<file path="config.mk">
export PLATFORM = sky130hd
export DESIGN_NAME = ahb_burst_arbiter
export DESIGN_NICKNAME = d
export VERILOG_FILES = /design/src/rtl/ahb_burst_arbiter.sv
export SDC_FILE = /design/constraint.sdc
export NUM_CORES = 1
export LEC_CHECK = 0
export ABC_AREA = 1
export BUFFER_PORTS_ARGS = -buffer_cell sky130_fd_sc_hd__clkbuf_2
export CORE_MARGIN = 4
export CORE_UTILIZATION = 45
export DETAILED_ROUTE_END_ITERATION = 7
export GPL_TIMING_DRIVEN = 0
export PLACE_DENSITY = 0.93
export SYNTH_ARGS = -nofsm -noshare
export SYNTH_HDL_FRONTEND = slang
export SYNTH_SLANG_ARGS = --single-unit
</file>
<file path="constraint.sdc">
create_clock -name HCLK -period 4.5 [get_ports HCLK]
set_input_delay 0.225 -clock HCLK [delete_from_list [all_inputs] [get_ports HCLK]]
set_output_delay 0.225 -clock HCLK [all_outputs]
set_load 0.01 [all_outputs]
</file>
<file path="src/rtl/ahb_burst_arbiter.sv">
// ahb_burst_arbiter: round-robin front end for two byte-wide requesters sharing one
// AHB-Lite master port, issuing SINGLE/INCR4/INCR8/INCR16 bursts of byte transfers.
module ahb_burst_arbiter #(
  parameter int ADDRWIDTH = 32,
  parameter int DATAWIDTH = 32
) (
  input  logic                 HCLK,
  input  logic                 HRESET,
  input  logic                 REQ0,
  input  logic                 REQ1,
  input  logic [7:0]           ADDR0,
  input  logic [7:0]           ADDR1,
  input  logic                 WRITE0,
  input  logic                 WRITE1,
  input  logic [1:0]           LEN0,
  input  logic [1:0]           LEN1,
  input  logic [7:0]           WDATA0,
  input  logic [7:0]           WDATA1,
  output logic                 GNT0,
  output logic                 GNT1,
  output logic                 WREADY0,
  output logic                 WREADY1,
  output logic                 RVALID0,
  output logic                 RVALID1,
  output logic [7:0]           RDATA,
  output logic                 DONE0,
  output logic                 DONE1,
  output logic                 ERR,
  output logic [ADDRWIDTH-1:0] HADDR,
  output logic [1:0]           HTRANS,
  output logic [2:0]           HBURST,
  output logic [2:0]           HSIZE,
  output logic                 HWRITE,
  output logic [DATAWIDTH-1:0] HWDATA,
  input  logic                 HREADY,
  input  logic                 HRESP,
  input  logic [DATAWIDTH-1:0] HRDATA
);

  typedef enum logic [1:0] {
    TRANS_IDLE   = 2'b00,
    TRANS_BUSY   = 2'b01,
    TRANS_NONSEQ = 2'b10,
    TRANS_SEQ    = 2'b11
  } trans_t;

  typedef enum logic [2:0] {
    BURST_SINGLE = 3'b000,
    BURST_INCR4  = 3'b011,
    BURST_INCR8  = 3'b101,
    BURST_INCR16 = 3'b111
  } btype_t;

  typedef enum logic {
    RESP_OKAY  = 1'b0,
    RESP_ERROR = 1'b1
  } response_t;

  typedef enum logic [1:0] {
    S_IDLE = 2'b00,
    S_ADDR = 2'b01,
    S_LAST = 2'b10,
    S_ERRW = 2'b11
  } state_t;

  state_t     state_q, state_d;
  logic       owner_q, owner_d;
  logic       ptr_q, ptr_d;
  logic       write_q, write_d;
  logic [1:0] len_q, len_d;
  logic [7:0] addr_q, addr_d;
  logic [3:0] cnt_q, cnt_d;
  logic [1:0] gnt_q, gnt_d;
  logic [1:0] done_q, done_d;
  logic       err_q, err_d;
  trans_t     htrans_q, htrans_d;
  btype_t     hburst_q, hburst_d;
  logic       hwrite_q, hwrite_d;

  logic       grant_sel;
  logic       dphase;
  logic       beat_ok;
  logic       err_resp;
  logic [7:0] owner_wdata;
  logic       unused_hrdata_hi;

  function automatic btype_t burst_of(input logic [1:0] len);
    case (len)
      2'b00:   burst_of = BURST_SINGLE;
      2'b01:   burst_of = BURST_INCR4;
      2'b10:   burst_of = BURST_INCR8;
      default: burst_of = BURST_INCR16;
    endcase
  endfunction

  function automatic logic [3:0] last_beat(input logic [1:0] len);
    case (len)
      2'b00:   last_beat = 4'd0;
      2'b01:   last_beat = 4'd3;
      2'b10:   last_beat = 4'd7;
      default: last_beat = 4'd15;
    endcase
  endfunction

  // A data phase is in flight once at least one address phase has been accepted.
  assign dphase    = ((state_q == S_ADDR) && (cnt_q != 4'd0)) || (state_q == S_LAST);
  assign beat_ok   = dphase & HREADY;
  assign err_resp  = dphase & (HRESP == RESP_ERROR) & ~HREADY;
  assign grant_sel = (REQ0 & REQ1) ? ptr_q : REQ1;

  always_comb begin
    state_d  = state_q;
    owner_d  = owner_q;
    ptr_d    = ptr_q;
    write_d  = write_q;
    len_d    = len_q;
    addr_d   = addr_q;
    cnt_d    = cnt_q;
    gnt_d    = 2'b00;
    done_d   = 2'b00;
    err_d    = 1'b0;
    htrans_d = htrans_q;
    hburst_d = hburst_q;
    hwrite_d = hwrite_q;
    unique case (state_q)
      S_IDLE: begin
        if (REQ0 | REQ1) begin
          state_d  = S_ADDR;
          owner_d  = grant_sel;
          ptr_d    = ~grant_sel;
          write_d  = grant_sel ? WRITE1 : WRITE0;
          len_d    = grant_sel ? LEN1 : LEN0;
          addr_d   = grant_sel ? ADDR1 : ADDR0;
          cnt_d    = 4'd0;
          gnt_d    = grant_sel ? 2'b10 : 2'b01;
          htrans_d = TRANS_NONSEQ;
          hburst_d = burst_of(grant_sel ? LEN1 : LEN0);
          hwrite_d = grant_sel ? WRITE1 : WRITE0;
        end
      end
      S_ADDR: begin
        if (err_resp) begin
          state_d  = S_ERRW;
          htrans_d = TRANS_IDLE;
        end else if (HREADY) begin
          if (cnt_q == last_beat(len_q)) begin
            state_d  = S_LAST;
            htrans_d = TRANS_IDLE;
          end else begin
            cnt_d    = cnt_q + 4'd1;
            addr_d   = addr_q + 8'd1;
            htrans_d = TRANS_SEQ;
          end
        end
      end
      S_LAST: begin
        if (err_resp) begin
          state_d  = S_ERRW;
          htrans_d = TRANS_IDLE;
        end else if (HREADY) begin
          state_d  = S_IDLE;
          done_d   = owner_q ? 2'b10 : 2'b01;
          addr_d   = 8'h00;
          cnt_d    = 4'd0;
          hburst_d = BURST_SINGLE;
          hwrite_d = 1'b0;
        end
      end
      S_ERRW: begin
        // Second error cycle: remaining beats are dropped and DONE reports the error.
        if (HREADY) begin
          state_d  = S_IDLE;
          done_d   = owner_q ? 2'b10 : 2'b01;
          err_d    = 1'b1;
          addr_d   = 8'h00;
          cnt_d    = 4'd0;
          hburst_d = BURST_SINGLE;
          hwrite_d = 1'b0;
        end
      end
      default: state_d = S_IDLE;
    endcase
  end

  always_ff @(posedge HCLK) begin
    if (HRESET) begin
      state_q  <= S_IDLE;
      owner_q  <= 1'b0;
      ptr_q    <= 1'b0;
      write_q  <= 1'b0;
      len_q    <= 2'b00;
      addr_q   <= 8'h00;
      cnt_q    <= 4'd0;
      gnt_q    <= 2'b00;
      done_q   <= 2'b00;
      err_q    <= 1'b0;
      htrans_q <= TRANS_IDLE;
      hburst_q <= BURST_SINGLE;
      hwrite_q <= 1'b0;
    end else begin
      state_q  <= state_d;
      owner_q  <= owner_d;
      ptr_q    <= ptr_d;
      write_q  <= write_d;
      len_q    <= len_d;
      addr_q   <= addr_d;
      cnt_q    <= cnt_d;
      gnt_q    <= gnt_d;
      done_q   <= done_d;
      err_q    <= err_d;
      htrans_q <= htrans_d;
      hburst_q <= hburst_d;
      hwrite_q <= hwrite_d;
    end
  end

  // Requester handshake: the owner's WDATA is consumed, and RDATA is valid, in exactly
  // those cycles where its WREADY/RVALID is high; a writer holds WDATA until WREADY.
  assign owner_wdata = owner_q ? WDATA1 : WDATA0;
  assign HWDATA  = (dphase && write_q) ? {{(DATAWIDTH-8){1'b0}}, owner_wdata} : '0;
  assign WREADY0 = beat_ok & write_q & ~owner_q;
  assign WREADY1 = beat_ok & write_q & owner_q;
  assign RVALID0 = beat_ok & ~write_q & ~owner_q;
  assign RVALID1 = beat_ok & ~write_q & owner_q;
  assign RDATA   = (beat_ok && !write_q) ? HRDATA[7:0] : 8'h00;

  assign GNT0   = gnt_q[0];
  assign GNT1   = gnt_q[1];
  assign DONE0  = done_q[0];
  assign DONE1  = done_q[1];
  assign ERR    = err_q;
  assign HADDR  = {{(ADDRWIDTH-8){1'b0}}, addr_q};
  assign HTRANS = htrans_q;
  assign HBURST = hburst_q;
  assign HSIZE  = 3'b000;
  assign HWRITE = hwrite_q;

  assign unused_hrdata_hi = ^HRDATA[DATAWIDTH-1:8];

endmodule

</file>
==> results of run 1 <==
==> per-stage QoR <==
step | util, % | instance area (um^2) | total power [W]
2_1_floorplan | - | 2610 | 0.00105
3_3_place_gp | 60.7 | 3140 | 0.00125
3_5_place_dp | 60.7 | 3140 | 0.00127
4_1_cts | 63.5 | 3280 | 0.00162
5_1_grt | 63.5 | 3280 | 0.00176
6_report | 63.5 | 3280 | 0.00162
==> sequential cells by signal (all words and copies together) (netlist names) <==
| name | flops |
|---|---|
| done_q | 2 |
| owner_q | 1 |
| addr_q | 8 |
| HWRITE | 1 |
| ERR | 1 |
| HBURST | 3 |
| state_q | 2 |
| HTRANS | 2 |
| ptr_q | 1 |
| gnt_q | 2 |
| cnt_q | 4 |
| write_q | 1 |
| len_q | 2 |
==> layer usage <==
layer  vias up  global-route usage [%]
li1       1381                       -
met2       115                    35.5
met3         9                    5.59
met1      1123                    21.6
met5         -                       0
met4         0                    4.90
==> cell usage after synthesis <==
| cell type | number |
|---|---|
| dfxtp_1 | 30 |
| nand3_2 | 1 |
| inv_1 | 38 |
| inv_2 | 7 |
| o22ai_1 | 3 |
| nor2_1 | 56 |
| nand2_4 | 1 |
| xnor2_1 | 1 |
| nor2_2 | 6 |
| buf_2 | 2 |
| nor3_2 | 1 |
| nand2_2 | 6 |
| nand2_1 | 82 |
| xor2_1 | 2 |
| ha_1 | 9 |
| o21ai_0 | 14 |
| nor3_1 | 5 |
| nand3_1 | 21 |
| a21o_1 | 1 |
| nor3_4 | 1 |
| a21oi_2 | 2 |
| o21ai_1 | 5 |
| clkbuf_1 | 5 |
| nand4_1 | 3 |
| a211oi_1 | 1 |
| buf_6 | 1 |
| conb_1 | 1 |
| a21oi_1 | 21 |
| buf_4 | 51 |
| o21ai_2 | 4 |
| buf_8 | 1 |
==> cells by family (layout without fill, tap and decap cells) <==
logic type                 after synthesis  count (layout)  share of synthesized area [%]
adders and majority gates                9               9                           4.64
buffers and inverters                  105             201                           25.0
AOI/OAI and AO/OA                       51              51                           11.8
xor gates and xnor gates                 3               3                           1.08
and+or+nand+nor                        183             183                           32.5
DFF                                     30              30                           24.8
other                                    1              51                          0.155
==> layout make-up <==
type                            count  area [um^2]
Sequential cell                    30          601
Multi-Input combinational cell    297         1410
Inverter                           45          169
Clock inverter                      2         60.1
Tap cell                           70         87.6
Timing Repair Buffer               88          440
Buffer                             60          438
Fill cell                         491         1890
Clock buffer                        6         82.6
==> worst min path at each step <==
stage / from / endpoint / depth (start not counted)
2_1_floorplan: LEN1[0] / len_q[0]$_SDFFE_PP0P_ / 4
3_3_place_gp: HWRITE$_SDFFE_PP0P_ / HWRITE$_SDFFE_PP0P_ / 2
3_5_place_dp: HBURST[2]$_SDFFE_PP0P_ / HBURST[2]$_SDFFE_PP0P_ / 2
4_1_cts: HREADY / ERR$_SDFF_PP0_ / 3
5_1_grt: HREADY / ERR$_SDFF_PP0_ / 3
6_report: HREADY / ERR$_SDFF_PP0_ / 3
==> critical path, stage by stage (launching register included) <==
cell and delay [ps]:
dfxtp_1 360, inv_1 140, ha_1 290, inv_2 110, nand2_1 150, nand2_1 80
inv_1 70, nand3_1 270, nor2_1 210, clkbuf_2 160
==> power breakdown <==
part           switching, W  leakage (nW)  internal (W)
logic              0.000535          1.61      0.000314
registers         0.0000746         0.247      0.000348
clock network      0.000108        0.0714      0.000236
total              0.000718          1.93      0.000898
==> key figures, run 1 <==
Run status
  – Status: completed

Die
  – Io pins: 166
  – Total die area: between 6000 and 7000 um^2
  – Initial core utilization: 46.9%
  – Chip width: 81.4 um
  – Core Region: around 5200 um^2
  – Cell row count: 26
  – Die H: 81.4 um

Critical path
  – Critical path class: reg2out
  – Setup crit end: RDATA[6]
  – Worst endpoint data arrival time: 2120 ps
  – R2R Setup Slk: 2510 ps
  – Setup crit start kind: flip-flop
  – Worst Path Max Fanout: 10
  – RR Startpoint: state_q[0]$_SDFFE_PP0P_
  – Worst setup path start: state_q[1]$_SDFFE_PP0P_
  – CP Capture Type: output pin
  – Reg-to-Reg End: addr_q[2]$_SDFFE_PP0P_
  – R2R cell count: 11
  – Req. time, crit path: 4280 ps

Timing
  – Min Tclk post-route: 2350 ps
  – Worst Skew: 5.53 ps
  – Worst slew margin: a little over half
  – Final hold violation count: 0
  – Worst slew pin tran: 686 ps
  – Final Max Tran Viols: 0
  – Setup TNS: 0 ps
  – Final setup fails: 0
  – Final period util: 52.1%
  – Hold slack final: approximately 240 ps
  – Maximum clock rate: 426 MHz
  – Setup ws final: around 2200 ps
  – RSZ-0062 raised after global routing: false

Global routing
  – First-pass GRT wire length: 10.0 mm
  – Vias in the first global route: roughly 2300
  – Largest net degree at the start of global routing: 11
  – Antenna violations before repair: 0
  – GRT overflow: 0
  – GRT Overall Usage: 19.3%

Yosys
  – Synth top area cells: dfxtp_1, buf_4, nand2_1, nor2_1, inv_1
  – Average size of a mapped cell: 6.35 um^2
  – Largest area contributor in the netlist: dfxtp_1
  – Mapped Cells: between 300 and 400
  – Sequential fraction of the synthesis area: between 20% and 30%
  – Flops & latches, synth: 30
  – Distinct cell type count after synthesis: 31
  – Synth Cell Area: roughly 2400 um^2
  – Top cell type's share of synthesized area: 24.8%
  – Synth Warn #: 0

Worst hold path
  – Worst hold path type: in2reg

Routing
  – DRT iter0 DRCs: 141
  – Routed wire length: around 6.7 mm
  – Vias post-DR: between 2000 and 3000
  – Routed wl met3: 831 um
  – DRT Pass-1 Iters: 4
  – Met2 routed WL: 3.25 mm
  – Highest routing layer actually used: met4
  – Metal1 wirelength: 2.50 mm
  – Vias per cell: 4.39
  – WL/cell: 11.1 um
  – DRC violations left: 0
  – Routed Antenna Nets: 0

Clock network
  – Hold_buf cts: 0
  – Max Root-Sink Buffers: 2
  – Clock-pin slew on the worst setup and hold paths: 70 ps
  – Clk_lat worst skew: 290 ps
  – CTS root buf: clkbuf_8
  – Num CTS Buffers: 5
  – PostCTS Resize Cnt: 0
  – H-Tree Depth: 2
  – TritonCTS clock tree: done
  – Setup bufs post-CTS: 0
  – Clock sink count: 30

Pwr
  – VDD IR-drop max: between 0.2 and 0.3 mV
  – Pleak: 1.93 nW
  – PD cells: 492 nW/um^2

Placement
  – Gp weighted congestion: 0.916
  – Worst slack, placed: 2490 ps
  – Input/output buffers: 88
  – DP HPWL: 5.65 mm
  – Placed Instances: 590

Cells and area
  – Most frequent cells in the layout: clkbuf_2, nand2_1, nor2_1, buf_4, conb_1
  – Final net count: 612
  – Ant diodes: 0
  – Layout area overhead: 35.4%
  – Layout cells sized above 1: between 30% and 40%
  – Final cell count without fillers: 598
  – Most common cell after layout, fill and taps aside: clkbuf_2

Run
  – Max-cap violations: 0
Note: power is estimated with default switching activity, not from simulation.
==> run 2, diff against run 1 <==
- ABC_AREA: 1 -> 0
- CORE_UTILIZATION: 45 -> 42
- PLACE_DENSITY: 0.93 -> 0.88
- clock period: 4.5 -> 2.3 ns (I/O delays scaled with it)
==> key figures, run 2 <==
Cells and area
  – Layout area overhead: 35.4%
  – Most common cell after layout, fill and taps aside: clkbuf_2
  – Layout cells sized above 1: 40.3%
  – Final cell count without fillers: 521
  – Max FFs per register: 8
  – Ant diodes: 0
  – # fillers: 503
  – Top reg by flops: addr_q
  – Most frequent cells in the layout: clkbuf_2, buf_4, conb_1, dfxtp_1, nor2_1
  – Final net count: 533

Pwr
  – Pint: 0.00157 W
  – Pleak: 1.73 nW
  – VDD IR-drop max: roughly 0.46 mV
  – Clock share of power: 16.2%
  – Net load switching power: 0.00131 W
  – Combinational fraction of design power: 55.0%
  – Seq pwr share: 28.9%
  – Sw Share: 45.4%
  – PD cells: 869 nW/um^2
  – Total power: 0.00288 W

Routing
  – Routed wire length: 7.39 mm
  – DRT iter0 DRCs: roughly 220
  – DRT Pass-1 Iters: 5
  – DRC violations left: 0
  – Vias post-DR: 2568
  – Vias per cell: 4.93
  – Routed Antenna Nets: 0
  – WL/cell: around 14 um

Global routing
  – GRT Overall Usage: 19.8%
  – GRT overflow: 0
  – Largest net degree at the start of global routing: 11
  – Vias in the first global route: 2462
  – Antenna violations before repair: 0
  – First-pass GRT wire length: 11.7 mm

Die
  – Core Region: 5570 um^2
  – Chip width: 84.3 um
  – Initial core utilization: 43.9%
  – Total die area: between 7000 and 8000 um^2
  – Cell row count: 27
  – Io pins: 166
  – Die H: 84.3 um

Timing
  – Worst Skew: roughly 5.9 ps
  – Final Max Tran Viols: 0
  – Worst slew pin tran: 584 ps
  – RSZ-0062 raised after global routing: false
  – Final period util: 95.2%
  – Final setup fails: 0
  – Worst slew margin: 61.1%
  – Final hold violation count: 0
  – Maximum clock rate: around 460 MHz
  – Min Tclk post-route: around 2200 ps

Clock network
  – Max Root-Sink Buffers: 2
  – Num CTS Buffers: 5
  – H-Tree Depth: 2
  – TritonCTS clock tree: done
  – CTS root buf: clkbuf_8
  – Hold_buf cts: 0
  – Clock sink count: 30
  – Clk_lat worst skew: 290 ps
  – Clock-pin slew on the worst setup and hold paths: 70 ps

Critical path
  – CP Capture Type: flip-flop
  – CP peak stage delay: 390 ps
  – Setup crit start kind: flip-flop
  – CP delay by family, top: compound AO/OA/AOI/OAI gates
  – Slowest-stage cell, CP: dfxtp_1
  – Worst Path Max Fanout: 7
  – Worst endpoint data arrival time: 2340 ps
  – CP Cell Sequence: inv_1 -> ha_2 -> or3b_1 -> clkbuf_2 -> o211a_2 -> a31oi_4 -> buf_4 -> o31ai_1
  – Req. time, crit path: 2450 ps
  – Critical path class: reg2reg
  – Worst Path Buf+Inv: 3

Yosys
  – Synth Warn #: 0
  – Top cell type's share of synthesized area: 24.6%
  – Most common cell in the netlist: buf_4
  – Synth top area cells: dfxtp_1, buf_4, mux2i_1, ha_1, a21oi_1
  – Flops & latches, synth: 30
  – Average size of a mapped cell: 8.07 um^2
  – Largest area contributor in the netlist: dfxtp_1
  – Ys async rst share: 0%
  – Sequential fraction of the synthesis area: 24.6%
  – Synth Cell Area: 2450 um^2
  – Dominant synthesized flop cell: dfxtp_1
  – Mapped Cells: roughly 300
  – Distinct cell type count after synthesis: 63
  – Post-synth EDFFs: 0
  – Synth top cells by count: buf_4, dfxtp_1, nor2_1

Placement
  – Input/output buffers: 88
  – Gp weighted congestion: 0.907
  – DP HPWL: 5.81 mm
  – Placed Instances: 513

Run status
  – Status: completed

Run
  – Max-cap violations: 0

Worst hold path
  – Worst hold path type: in2reg
-- run 2: cell count changes after synthesis, moves of 7 or more --
cell     delta
and2_1     +11
inv_2       -7
nand3_1    -16
nand2_1    -64
mux2i_1    +12
nor2_1     -33
inv_1      -23
nor3_1     +10
-- run 2: worst min-delay path: cells and delay by family --
kind | cells | cell delay, ps
buffers and inverters | 1 | 150
and+or+nand+nor | 1 | 110
AOI/OAI and AO/OA | 1 | 70
-- run 2: cells by family (layout without fill, tap and decap cells) --
kind of cell             after synthesis  count (layout)  synth area share, %
multiplexers                          18              18                 7.67
AO/OA/AOI/OAI                         67              67                 21.0
AND/OR/NAND/NOR                       98              98                 21.3
flip-flops                            30              30                 24.6
buffers and inverters                 78             174                 20.0
other                                  1              51                0.153
adder cells (fa/ha/maj)                9               9                 4.60
XOR/XNOR                               2               2                0.716
-- run 2: final timing paths --
check	from	endpoint	slack, ps	cells past startpoint
setup / recovery	state_q[0]$_SDFFE_PP0P_	addr_q[2]$_SDFFE_PP0P_	110	8
hold reg to reg	HBURST[1]$_SDFFE_PP0P_	HBURST[1]$_SDFFE_PP0P_	470	2
setup reg to reg	state_q[0]$_SDFFE_PP0P_	addr_q[2]$_SDFFE_PP0P_	110	8
hold / removal	REQ1	owner_q$_SDFFE_PP0P_	200	3
-- run 2: stage by stage --
step	setup slack (ps)	utilization (%)	area, um^2	setup TNS (ps)	hold slack, ps
after global placement	131	56.8	3160	0	445
after global routing	19.4	59.4	3310	0	198
after floorplan	372	-	2630	0	283
final	110	59.4	3310	0	202
after CTS	4.43	58.7	3270	0	186
after detailed placement	-6.87	56.8	3160	-6.87	451
-- run 2: cell type report --
class                           instances  area [um^2]  area share [%]
Multi-Input combinational cell        245         1590            48.0
Sequential cell                        30          601            18.1
Clock buffer                            6         82.6            2.49
Tap cell                               72         90.1            2.72
Clock inverter                          2         12.5           0.378
Inverter                               15         56.3            1.70
Buffer                                 62          432            13.0
Timing Repair Buffer                   89          448            13.5
-- run 2: metal layers --
| metal | up-vias | global-route usage, % | part of all wire (%) | wire length [um] |
|---|---|---|---|---|
| met5 | - | 0 | 0 | 0 |
| met4 | 0 | 8.19 | 2.7 | 198 |
| met3 | 23 | 3.43 | 6.1 | 452 |
| met2 | 131 | 35.2 | 52 | 3820 |
| met1 | 1151 | 23.4 | 39 | 2920 |
| li1 | 1263 | - | - | - |
-- run 2: what timing repair did --
item | 4_1_cts | 5_1_grt
gates resized for setup | 4 | 8
endpoints found under the setup margin | 21 | 23
buffers inserted | 0 | 1
-- run 2: power by group through the flow --
stage          logic (W)  clock network (W)  registers [W]
2_1_floorplan    0.00104                  0       0.000841
3_3_place_gp     0.00143                  0       0.000814
3_5_place_dp     0.00148                  0       0.000827
4_1_cts          0.00151           0.000464       0.000818
5_1_grt          0.00173           0.000480       0.000849
6_report         0.00158           0.000465       0.000832
